==> config.mk <==
export PLATFORM = sky130hd
export DESIGN_NAME = lfsr_tick_seq_flat
export DESIGN_NICKNAME = d
export VERILOG_FILES = /design/src/rtl/lfsr_tick_seq_if.sv /design/src/rtl/lfsr_tick_seq.sv /design/src/flat_wrapper.sv
export SDC_FILE = /design/constraint.sdc
export NUM_CORES = 1
export LEC_CHECK = 0
export ABC_CLOCK_PERIOD_IN_PS = 4000
export BUFFER_PORTS_ARGS = -buffer_cell sky130_fd_sc_hd__buf_2
export CORE_MARGIN = 10
export CORE_UTILIZATION = 55
export DETAILED_ROUTE_END_ITERATION = 16
export PLACE_DENSITY = 0.8
export SLEW_MARGIN = 0
export SYNTH_ARGS = -nofsm -noshare
export SYNTH_HDL_FRONTEND = slang
export SYNTH_SLANG_ARGS = --single-unit
==> constraint.sdc <==
create_clock -name clk -period 4 [get_ports clk]
set_clock_uncertainty 0.1 [all_clocks]
set_input_delay 0.4 -clock clk [delete_from_list [all_inputs] [get_ports clk]]
set_output_delay 0.4 -clock clk [all_outputs]
set_load 0.005 [all_outputs]
==> src/rtl/lfsr_tick_seq_if.sv <==
// Control/status bundle between the divided-clock LFSR stepper and its driver.
// The master drives div_clk and the controls; the slave (the stepper) returns the LFSR status.
interface lfsr_tick_seq_if #(
  parameter int WIDTH = 8,
  parameter int CNT_W = 16
);
  logic             div_clk;
  logic             start;
  logic             stop;
  logic             load;
  logic [WIDTH-1:0] seed;
  logic [WIDTH-1:0] q;
  logic             running;
  logic [CNT_W-1:0] step_count;
  logic [CNT_W-1:0] period_len;
  logic             period_done;
  logic             err;

  modport master (
    output div_clk, start, stop, load, seed,
    input  q, running, step_count, period_len, period_done, err
  );

  modport slave (
    input  div_clk, start, stop, load, seed,
    output q, running, step_count, period_len, period_done, err
  );
endinterface

==> src/rtl/lfsr_tick_seq.sv <==
// Fibonacci LFSR stepped once per rising edge of a slow div_clk sampled in the clk domain,
// with seed load, run/stop control, period measurement and lock-up detection.
module lfsr_tick_seq #(
  parameter int               WIDTH    = 8,
  parameter logic [WIDTH-1:0] TAPS     = 8'hB8,
  parameter logic [WIDTH-1:0] RST_SEED = 8'h01,
  parameter int               CNT_W    = 16
) (
  input  logic            clk,
  input  logic            rst,
  lfsr_tick_seq_if.slave  bus
);
  typedef enum logic [1:0] {IDLE, RUN, ERROR} state_t;

  state_t           state;
  logic [2:0]       sync_pipe;  // [0]=s1, [1]=s2, [2]=s3 (previous s2)
  logic             tick;
  logic [WIDTH-1:0] q, seed_reg, q_next;
  logic [CNT_W-1:0] step_count, period_len, cnt_inc;
  logic             running, period_done, err, fb;

  wire rise = sync_pipe[1] & ~sync_pipe[2];

  always_comb begin
    fb = 1'b0;
    for (int i = 0; i < WIDTH; i++) fb = fb ^ (q[i] & TAPS[i]);
    q_next  = {q[WIDTH-2:0], fb};
    cnt_inc = (&step_count) ? step_count : step_count + CNT_W'(1);
  end

  // Rise detect is registered once more so the step lands three clocks after div_clk is first seen high.
  always_ff @(posedge clk) begin
    if (rst) begin
      state       <= IDLE;
      sync_pipe   <= '0;
      tick        <= 1'b0;
      q           <= RST_SEED;
      seed_reg    <= RST_SEED;
      step_count  <= '0;
      period_len  <= '0;
      running     <= 1'b0;
      period_done <= 1'b0;
      err         <= 1'b0;
    end else begin
      sync_pipe   <= {sync_pipe[1:0], bus.div_clk};
      tick        <= rise;
      period_done <= 1'b0;
      case (state)
        IDLE: begin
          if (!bus.stop) begin
            if (bus.load) begin
              if (bus.seed != '0) begin
                q          <= bus.seed;
                seed_reg   <= bus.seed;
                step_count <= '0;
              end else begin
                state <= ERROR;
                err   <= 1'b1;
              end
            end else if (bus.start) begin
              state   <= RUN;
              running <= 1'b1;
            end
          end
        end
        RUN: begin
          if (bus.stop) begin
            state   <= IDLE;
            running <= 1'b0;
          end else if (q == '0) begin
            state   <= ERROR;
            running <= 1'b0;
            err     <= 1'b1;
          end else if (tick) begin
            q <= q_next;
            if (q_next == seed_reg) begin
              period_done <= 1'b1;
              period_len  <= cnt_inc;
              step_count  <= '0;
            end else begin
              step_count  <= cnt_inc;
            end
          end
        end
        ERROR: begin
          running <= 1'b0;
          err     <= 1'b1;
        end
        default: state <= ERROR;
      endcase
    end
  end

  assign bus.q           = q;
  assign bus.running     = running;
  assign bus.step_count  = step_count;
  assign bus.period_len  = period_len;
  assign bus.period_done = period_done;
  assign bus.err         = err;
endmodule

==> src/flat_wrapper.sv <==
// flat-port wrapper written by rule: the top's interface ports become plain ports
module lfsr_tick_seq_flat 
#(
  parameter int               WIDTH    = 8,
  parameter logic [WIDTH-1:0] TAPS     = 8'hB8,
  parameter logic [WIDTH-1:0] RST_SEED = 8'h01,
  parameter int               CNT_W    = 16
)
  (clk, rst, bus_div_clk, bus_start, bus_stop, bus_load, bus_seed, bus_q, bus_running, bus_step_count, bus_period_len, bus_period_done, bus_err);
  lfsr_tick_seq_if #(.WIDTH(WIDTH), .CNT_W(CNT_W)) bus_i ();
  input  logic clk;
  input  logic rst;
  input wire logic [$bits(bus_i.div_clk)-1:0] bus_div_clk;
  input wire logic [$bits(bus_i.start)-1:0] bus_start;
  input wire logic [$bits(bus_i.stop)-1:0] bus_stop;
  input wire logic [$bits(bus_i.load)-1:0] bus_load;
  input wire logic [$bits(bus_i.seed)-1:0] bus_seed;
  output wire logic [$bits(bus_i.q)-1:0] bus_q;
  output wire logic [$bits(bus_i.running)-1:0] bus_running;
  output wire logic [$bits(bus_i.step_count)-1:0] bus_step_count;
  output wire logic [$bits(bus_i.period_len)-1:0] bus_period_len;
  output wire logic [$bits(bus_i.period_done)-1:0] bus_period_done;
  output wire logic [$bits(bus_i.err)-1:0] bus_err;
  assign bus_i.div_clk = bus_div_clk;
  assign bus_i.start = bus_start;
  assign bus_i.stop = bus_stop;
  assign bus_i.load = bus_load;
  assign bus_i.seed = bus_seed;
  assign bus_q = bus_i.q;
  assign bus_running = bus_i.running;
  assign bus_step_count = bus_i.step_count;
  assign bus_period_len = bus_i.period_len;
  assign bus_period_done = bus_i.period_done;
  assign bus_err = bus_i.err;
  lfsr_tick_seq #(.WIDTH(WIDTH), .TAPS(TAPS), .RST_SEED(RST_SEED), .CNT_W(CNT_W)) u_core (.clk(clk), .rst(rst), .bus(bus_i));
endmodule
# Word-level counts from Yosys, hierarchy flattened
# Cells that the tools add are included.
# Widths: inputs -> output; s select.
dict set report word_totals {
  register_bits 57
  input_bits 14
  output_inout_bits 43
  word_cells 86
}
dict set report op_classes {
  n_addsub 1
  eq_ne 16
  n_mux 36
  bitwise_logic 10
  reduce_logical 13
}
# operator count
set op_table {}
lappend op_table {{$mux 16} 8}
lappend op_table {{$mux 8} 6}
lappend op_table {{$pmux 16 s2} 1}
lappend op_table {{$add 16x1->16 const B} 1}
lappend op_table {{$pmux 8 s2} 1}
lappend op_table {{$reduce_and 16->1} 1}
lappend op_table {{$reduce_and 5->1} 3}
lappend op_table {{$ne 2x2->1 const B} 7}
lappend op_table {{$mux 2} 6}
lappend op_table {{$mux 1} 11}
lappend op_table {{$eq 8x8->1} 1}
lappend op_table {{$logic_not 8->1} 1}
lappend op_table {{$reduce_bool 8->1} 1}
lappend op_table {{$reduce_and 7->1} 1}
lappend op_table {{$ne 2x1->1 const B} 3}
lappend op_table {{$ne 3x3->1 const B} 2}
lappend op_table {{$not 1->1} 6}
lappend op_table {{$pmux 1 s3} 2}
lappend op_table {{$pmux 2 s3} 1}
lappend op_table {{$reduce_and 6->1} 1}
lappend op_table {{$reduce_or 5->1} 1}
lappend op_table {{$reduce_and 4->1} 1}
lappend op_table {{$ne 3x2->1 const B} 1}
lappend op_table {{$reduce_bool 3->1} 1}
lappend op_table {{other kinds (6)} 8}

# Logic depth before layout (Yosys ltp)
# Gate-level depths: netlist of the first run.
dict set report logic_depth {
  depth_word 9
  mapped_depth 9
  ltp_nobuf 8
}

# Least setup slack after synthesis of the first run
# OpenSTA, ideal clock, no wires.
dict set report synth_path {
  path_kind {reg-to-reg}
  start {reg u_core.state[0]}
  end {reg u_core.step_count[0], in the netlist u_core.bus.step_count[0]}
  setup_ns 0.074
  arrival_ns 1.957
  required_ns 3.826
  setup_slack_ns 1.869
  stages_incl_launch_ff 9
  n_path_buf 0
  synth_period_minus_slack_ns 2.131
  path_cell_list {dfxtp_1 inv_1 ha_1 nand2_2 a211o_1 a21oi_1 nand3_2 or3_1 a31oi_1}
}
dict set report synth_between {
  elab_chain_cells 3
  word_cells_on_any_way 11
  classes_between {eq/ne (7); mux (1); reduce/logical (3)}
}
# element line_no
set synth_lines {}
lappend synth_lines {{from (decl)} lfsr_tick_seq.sv:15} ;# state_t state;
lappend synth_lines {{from (signal assigned)} lfsr_tick_seq.sv:34} ;# state <= IDLE;
lappend synth_lines {{from (signal assigned)} lfsr_tick_seq.sv:57} ;# state <= ERROR;
lappend synth_lines {{from (signal assigned)} lfsr_tick_seq.sv:61} ;# state <= RUN;
lappend synth_lines {{$eq 2x1->1 / $logic_not 2->1 (equally long branches)} lfsr_tick_seq.sv:48} ;# case (state)
lappend synth_lines {{$ne 2x1->1 (no line) (tied with other cells)} --}
lappend synth_lines {{$reduce_and 7->1 (no line)} --}
lappend synth_lines {{to (signal assigned)} lfsr_tick_seq.sv:81} ;# step_count <= cnt_inc;
lappend synth_lines {{to (decl)} lfsr_tick_seq.sv:19} ;# logic [CNT_W-1:0] step_count, period_len, cnt_inc;
# Several ways; a longest one is shown, not always the timed one.
# A chain may end at the register's enable or synchronous reset.

# Worst setup path in the final report of the first run
dict set report layout_path {
  start {reg u_core.state[1]}
  end {reg u_core.step_count[0], in the netlist u_core.bus.step_count[0]}
}
# Same word-level chain as after synthesis.

==> metrics.md, run 1 <==
| Metric | Value |
|---|---|
| Sequence of cells on the critical path | `inv_1 -> ha_1 -> nand2b_1 -> nand2b_1 -> a21oi_1 -> nand3_2 -> or3_1 -> a31oi_1` |
| TritonCTS Buffers | `9` |
| Post-DR vias/cell | `5.77` |
| FF+latch count, synth | `57` |
| Top cell by count, worst path | `sky130_fd_sc_hd__nand2b_1` |
| H-tree lvl count | `3` |
| Fraction of post-synthesis cell area in the top cell type by area | `39.3%` |
| Number of violations of the max-capacitance limit | `0` |
| Post-route insts no fill | `456` |
| Total number of vias | `2632` |
| TritonCTS clock tree | `done` |
| Routed Wire Length | `7190 um` |
| Critical setup path kind | `reg2reg` |
| Total design power | `1.50 mW` |
| Vias in the first global route | `2486` |
| Most instantiated flip-flop cell in the synthesis netlist | `sky130_fd_sc_hd__dfxtp_1` |
| Post-synthesis instance area | `2910 sq um` |
| Maximum fanout along the worst path | `20` |
| Sum of negative setup slack | `0 ps` |
| Number of buffers and inverters on the critical path | `1` |
| Maximum VDD drop | `0.000289 V` |
| Post-layout worst setup margin | `955 ps` |
| Overflow left after global routing | `0` |
| Share of flip-flops with an asynchronous set or reset | `0%` |
| Number of endpoints failing setup at the final stage | `0` |
| Setup fix buffers added after clock tree synthesis | `0` |
| Worst hold slack | `164 ps` |
| Fin crit period | `3050 ps` |
| Leading area contributor after synthesis | `sky130_fd_sc_hd__dfxtp_1` |
| Maximum number of pins on one net before global-route repair | `58` |
| Worst r2r path cells | `8` |
| Share of layout cells above drive strength 1 | `23.1%` |
| R2R Setup Slk | `950 ps` |
| Status | `finished, final reports clean` |
| Final hold violations | `0` |
| Number of antenna-violating nets in the routed design | `0` |
| Layout net count | `400` |
| Count of pins on the block boundary | `57` |
| CTS max path bufs | `2` |
| Site row count | `26` |
| Type of the worst min-delay path | `in2reg` |
| Leakage | `1.40 nW` |
| Master of the slowest instance on the critical path | `sky130_fd_sc_hd__ha_1` |
| Number of instances in the placed design | `440` |
| Share of the yosys chip area belonging to registers | `39.3%` |
| Pre-antenna DRT Iters | `5` |
| Max-slew violation count | `0` |
| Area added between synthesis and finish | `17.7%` |
| Number of antenna violations at the first check in global routing | `0` |
| Cells taking the most area after synthesis | `sky130_fd_sc_hd__dfxtp_1 39%, sky130_fd_sc_hd__mux2i_1 5.9%, sky130_fd_sc_hd__nor2_1 5.3%` |
| F_max | `328 MHz` |
| Most used standard cells in the synthesized netlist | `57 x sky130_fd_sc_hd__dfxtp_1, 41 x sky130_fd_sc_hd__nor2_1, 24 x sky130_fd_sc_hd__a21oi_1` |
| Cell with the most instances after synthesis | `sky130_fd_sc_hd__dfxtp_1` |
| Yosys Warn Count | `0` |
| Number of port buffers | `56` |
| Top cell family by delay on the critical path | `simple AND/OR/NAND/NOR gates` |
| Average size of a mapped cell | `8.80 sq um` |
| End point of the critical path | `u_core.bus.step_count[0]` |
| Wirelength per Cell | `15.8 um` |
| Clock root buffer | `sky130_fd_sc_hd__clkbuf_8` |
| Core Box Area | `5110 sq um` |
| Largest stage delay on the critical path | `720 ps` |
| Net count after synthesis | `349` |
| Number of synthesized flops with an enable pin | `0` |
| Arrival time reported for the critical path endpoint | `3210 ps` |
| Worst r2r dst | `u_core.bus.step_count[0]` |
| Half-perimeter wire length of the detailed placement result | `4830 um` |
| Area enclosed by the die boundary | `8590 sq um` |
| Starting density of the core | `56.9%` |
| Clock tree sinks | `57` |
| Post-cts repair resize count | `0` |
| Fraction of the core area covered by cells at the end of the flow | `67.0%` |
| Combined global-route utilization of all metal layers | `16.8%` |
| CP required | `4160 ps` |
| Pre-CTS setup slack | `1030 ps` |
| Unrepaired setup endpoints after global routing | `no` |
| Kind of start point of the critical path | `flop` |
| Tightest Pin Transition | `1020 ps` |
| Number of cells on the critical path | `8` |
| Placed cell areas | `3190 sq um` |
| Reg2Reg Launch Point | `u_core.state[1]` |
| Worst skew pair latency | `350 ps` |
| Relative slew margins | `31.8%` |
| Wire length of the first global-routing pass | `11900 um` |
| Clock slew at reported path FFs | `70 ps` |
| Design Area, Final | `3420 sq um` |
| Number of instances in the synthesized netlist | `330` |
| Crit. End Element | `flop` |
| Source of the critical timing path | `u_core.state[1]` |
| Die width | `92.7 um` |
| Synth unique cells | `56` |
| Hold Buf Count CTS | `0` |
| Share of the cycle needed by the critical path after routing | `76.1%` |
| Power density cells | `438 nW/um^2` |
| Number of remaining DRC errors | `0` |
| RePlAce Congestion | `0.834` |
| Die span in y | `92.7 um` |
| Antenna Cells | `0` |
| First DRT Iteration DRCs | `117` |
| Largest registers | `u_core.bus.period_len x16, u_core.bus.step_count x16` |
[layer usage]
layer,global-route usage (%),vias to the layer above,wire [um]
li1,-,1306,-
met1,20.3,1227,3150
met2,25.9,85,3370
met3,5.57,14,530
met4,8.74,0,133
met5,0,-,0
[worst register-to-register path: cells and delay by family (launching register included)]
family | cells | cell delay (ps)
adder cells (fa/ha/maj) | 1 | 720
AO/OA/AOI/OAI | 2 | 460
flip-flops | 1 | 340
AND/OR/NAND/NOR | 4 | 1250
buffers and inverters | 1 | 90
[placed cells by master, fill, tap and decap left out, types with 3 or more instances in the layout]
master	Yosys	final
sky130_fd_sc_hd__o21a_1	3	3
sky130_fd_sc_hd__ha_1	5	5
sky130_fd_sc_hd__o211ai_1	3	3
sky130_fd_sc_hd__and3_1	7	7
sky130_fd_sc_hd__dfxtp_1	57	57
sky130_fd_sc_hd__nand2_1	20	20
sky130_fd_sc_hd__nor3_1	8	8
sky130_fd_sc_hd__nand3_1	8	8
sky130_fd_sc_hd__a21oi_1	24	24
sky130_fd_sc_hd__o21ai_0	13	13
sky130_fd_sc_hd__nor4_1	7	7
sky130_fd_sc_hd__or3_1	5	5
sky130_fd_sc_hd__inv_1	4	4
sky130_fd_sc_hd__a211oi_1	15	15
sky130_fd_sc_hd__mux2i_1	17	17
sky130_fd_sc_hd__buf_2	5	56
sky130_fd_sc_hd__a31oi_1	5	5
sky130_fd_sc_hd__nor2_1	41	41
sky130_fd_sc_hd__clkbuf_8	0	14
sky130_fd_sc_hd__nor2b_1	5	5
sky130_fd_sc_hd__nand2b_1	11	11
sky130_fd_sc_hd__xor2_1	12	12
sky130_fd_sc_hd__xnor2_1	3	3
[logic make-up (layout without fill, tap and decap cells)]
group	Yosys count	in the layout	share of synthesized area, %
and+or+nand+nor	130	130	24.2
AOI/OAI and AO/OA	83	83	19.1
DFF	57	57	39.3
buffers and inverters	21	77	3.49
xor gates and xnor gates	17	17	5.90
muxes	17	17	5.86
adders and majority gates	5	5	2.15
[how the worst min path moves through the flow]
stage,startpoint,endpoint,cells after the start,slack [ps]
finish,bus_div_clk,u_core.sync_pipe[0],2,160
global route,bus_div_clk,u_core.sync_pipe[0],2,210
CTS,bus_div_clk,u_core.sync_pipe[0],2,160
detailed placement,u_core.sync_pipe[2],u_core.tick,1,280
global placement,u_core.sync_pipe[2],u_core.tick,1,270
floorplan,u_core.sync_pipe[2],u_core.tick,1,270
[power by group]
part           internal [mW]  total, mW  switching, mW
registers              0.599      0.633         0.0336
logic                  0.114      0.263          0.149
clock network          0.373      0.602          0.229
total                   1.09       1.50          0.412
[area by class of cell]
cell class	instances	area [sq um]
Clock buffer	15	196
Clock inverter	1	30.0
Fill cell	444	1690
Inverter	4	15.0
Multi-Input combinational cell	252	1660
Sequential cell	57	1140
Tap cell	70	87.6
Timing Repair Buffer	57	288
Power figures use the tool's default switching activity.
==> inputs of run 2 (changes only) <==
--- a/config.mk
+++ b/config.mk
@@ -5,7 +5,7 @@
 export SDC_FILE = /design/constraint.sdc
 export NUM_CORES = 1
 export LEC_CHECK = 0
-export ABC_CLOCK_PERIOD_IN_PS = 4000
+export ABC_CLOCK_PERIOD_IN_PS = 3090
 export BUFFER_PORTS_ARGS = -buffer_cell sky130_fd_sc_hd__buf_2
 export CORE_MARGIN = 10
 export CORE_UTILIZATION = 55
==> constraint.sdc (replaced) <==
create_clock -name clk -period 3.09 [get_ports clk]
set_clock_uncertainty 0.1 [all_clocks]
set_input_delay 0.309 -clock clk [delete_from_list [all_inputs] [get_ports clk]]
set_output_delay 0.309 -clock clk [all_outputs]
set_load 0.005 [all_outputs]
==> run 2 against run 1 <==
  * Global-route usage is 0.11 points lower
  * Worst setup slack worse by 510 ps
  * Critical endpoint is now u_core.bus.step_count[5]
  * First-iteration DRC count is 44% higher
  * Via count is 0.95% lower
  * Sequential power is 29% higher
  * Highest routed layer unchanged
  * Die area stayed put
==> metrics.md, run 2 (same netlist as run 1, synthesis figures left out) <==
| Metric | Value |
|---|---|
| Status | `finished, final reports clean` |
| Total design power | `1.81 mW (+21%)` |
| Fin crit period | `2640 ps (-404 ps)` |
| Site row count | `26 (unchanged)` |
| Half-perimeter wire length of the detailed placement result | `5010 um (+3.5%)` |
| Reg power frac | `45.2% (+3.0 points)` |
| Switching component of the power | `0.523 mW (+27%)` |
| Routed Wire Length | `7080 um (-1.4%)` |
| Die span in y | `92.7 um (unchanged)` |
| Wire length of the first global-routing pass | `11700 um (-1.6%)` |
| Number of buffers and inverters on the critical path | `1 (unchanged)` |
| Post-DR vias/cell | `5.70 (-1.2%)` |
| Max-slew violation count | `0 (unchanged)` |
| Number of remaining DRC errors | `0 (unchanged)` |
| First DRT Iteration DRCs | `169 (+44%)` |
| Clock tree sinks | `57 (unchanged)` |
| Share of the cycle needed by the critical path after routing | `85.5% (+9.3 points)` |
| Unrepaired setup endpoints after global routing | `no` |
| Sw Share | `28.9% (+1.4 points)` |
| Critical setup path kind | `reg2reg` |
| CP required | `3250 ps (-910 ps)` |
| Worst skew pair latency | `340 ps (about the same)` |
| Share of total power in the clock network | `36.0% (-4.2 points)` |
| Sum of negative setup slack | `0 ps (unchanged)` |
| Worst hold slack | `80.7 ps (-83.3 ps)` |
| Total number of vias | `2607 (-0.95%)` |
| Kind of start point of the critical path | `flop` |
| Maximum fanout along the worst path | `12 (-40%)` |
| Clock root buffer | `sky130_fd_sc_hd__clkbuf_8` |
| Internal power consumption | `1.29 mW (+19%)` |
| Crit. End Element | `flop` |
| Power density cells | `533 nW/um^2 (+22%)` |
| Maximum VDD drop | `0.000343 V (+19%)` |
| Maximum number of pins on one net before global-route repair | `58 (unchanged)` |
| Number of violations of the max-capacitance limit | `0 (unchanged)` |
| Antenna Cells | `0 (unchanged)` |
| Worst r2r path cells | `8 (unchanged)` |
| Post-route insts no fill | `457 (+0.22%)` |
| Final hold violations | `0 (unchanged)` |
| Most common cell after layout, fill and taps aside | `sky130_fd_sc_hd__dfxtp_1` |
| Setup fix buffers added after clock tree synthesis | `0 (unchanged)` |
| Overflow left after global routing | `0 (unchanged)` |
| Largest registers | `u_core.bus.period_len x16, u_core.bus.step_count x16` |
| Area added between synthesis and finish | `17.0%` |
| Relative slew margins | `31.7% (-0.13 points)` |
| Number of cells on the critical path | `8 (unchanged)` |
| Master of the slowest instance on the critical path | `sky130_fd_sc_hd__or3_1` |
| Number of antenna violations at the first check in global routing | `0 (unchanged)` |
| Clock slew at reported path FFs | `60 ps (about the same)` |
| Tightest Pin Transition | `1020 ps (+2.01 ps)` |
| Number of antenna-violating nets in the routed design | `0 (unchanged)` |
| Fill cell total of the finished layout | `442 (-0.45%)` |
| Arrival time reported for the critical path endpoint | `2800 ps (-410 ps)` |
| Pre-antenna DRT Iters | `4 (-1)` |
| Post-cts repair resize count | `0 (unchanged)` |
| Area enclosed by the die boundary | `8590 sq um (unchanged)` |
| Share of layout cells above drive strength 1 | `23.0% (-0.060 points)` |
| Sequence of cells on the critical path | `inv_1 -> ha_1 -> nand2b_1 -> nand2b_1 -> a21oi_1 -> nand3_2 -> or3_1 -> a21oi_1` |
| End point of the critical path | `u_core.bus.step_count[5]` |
| Wirelength per Cell | `15.5 um (-1.6%)` |
| Die width | `92.7 um (unchanged)` |
| Starting density of the core | `56.9% (unchanged)` |
| Number of endpoints failing setup at the final stage | `0 (unchanged)` |
| CTS max path bufs | `2 (unchanged)` |
| H-tree lvl count | `3 (unchanged)` |
| Source of the critical timing path | `u_core.state[1]` |
| Number of port buffers | `56 (unchanged)` |
| Worst r2r dst | `u_core.bus.step_count[5]` |
| Combinational cell fraction of total power | `18.8% (+1.2 points)` |
| Core Box Area | `5110 sq um (unchanged)` |
| F_max | `379 MHz (+15%)` |
| Combined global-route utilization of all metal layers | `16.7% (-0.11 points)` |
| TritonCTS clock tree | `done` |
| Layout net count | `402 (+0.50%)` |
| Hold Buf Count CTS | `0 (unchanged)` |
| Top cell family by delay on the critical path | `simple AND/OR/NAND/NOR gates` |
| TritonCTS Buffers | `9 (unchanged)` |
| Number of instances in the placed design | `442 (+0.45%)` |
| Leakage | `1.39 nW (-0.69%)` |
| Count of pins on the block boundary | `57 (unchanged)` |
| R2R Setup Slk | `450 ps (-510 ps)` |
| Commonest cells after routing, fill and taps aside | `57 x sky130_fd_sc_hd__dfxtp_1, 56 x sky130_fd_sc_hd__buf_2, 41 x sky130_fd_sc_hd__nor2_1, 24 x sky130_fd_sc_hd__a21oi_1, 20 x sky130_fd_sc_hd__nand2_1` |
| Vias in the first global route | `2393 (-3.7%)` |
| Type of the worst min-delay path | `in2reg` |
| RePlAce Congestion | `0.784 (-5.9%)` |
| Largest stage delay on the critical path | `410 ps (-310 ps)` |
| Reg2Reg Launch Point | `u_core.state[1]` |
-- run 2: worst min-delay path by stage --
stage	startpoint	to	slack [ps]	depth (start not counted)
after floorplan	u_core.sync_pipe[2]	u_core.tick	270	1
after global placement	u_core.sync_pipe[2]	u_core.tick	270	1
after detailed placement	u_core.sync_pipe[2]	u_core.tick	300	1
after CTS	bus_div_clk	u_core.sync_pipe[0]	80	2
after global routing	bus_div_clk	u_core.sync_pipe[0]	110	2
final	bus_div_clk	u_core.sync_pipe[0]	80	2
-- run 2: power groups by stage --
stage	combinational, mW	clock [mW]	sequential [mW]
final	0.341	0.652	0.818
after global routing	0.377	0.692	0.824
after CTS	0.341	0.657	0.818
after detailed placement	0.337	0	0.834
after global placement	0.331	0	0.832
after floorplan	0.252	0	0.829
-- run 2: metal layers --
| metal | GRT usage [%] | vias up | part of all wire (%) |
|---|---|---|---|
| met5 | 0 | - | 0 |
| met4 | 7.07 | 0 | 1.7 |
| met3 | 4.44 | 10 | 5.3 |
| met2 | 25.6 | 69 | 46 |
| met1 | 21.6 | 1220 | 47 |
| li1 | - | 1308 | - |
-- run 2: final cells by class --
type	count	area, sq um	share of cell area, %
clock inverter	4	45.0	1.33
multi-input combinational	252	1660	48.9
inverter	4	15.0	0.442
sequential	57	1140	33.6
tap	70	87.6	2.58
timing repair buffer	59	315	9.28
clock buffer	11	131	3.87
-- run 2: stage by stage --
stage | cell area (sq um) | setup WS [ps] | util, %
after floorplan | 2910 | 959 | -
after CTS | 3400 | 480 | 66.5
after global placement | 3220 | 661 | 63.1
final | 3400 | 449 | 66.5
after global routing | 3400 | 210 | 66.5
after detailed placement | 3220 | 495 | 63.1
-- run 2: worst reg2reg max path: stages (launching register included) --
cell                       delay, ps
sky130_fd_sc_hd__dfxtp_1         340
sky130_fd_sc_hd__inv_1           100
sky130_fd_sc_hd__ha_1            400
sky130_fd_sc_hd__nand2b_1        230
sky130_fd_sc_hd__nand2b_1        230
sky130_fd_sc_hd__a21oi_1         360
sky130_fd_sc_hd__nand3_2         250
sky130_fd_sc_hd__or3_1           410
sky130_fd_sc_hd__a21oi_1         140
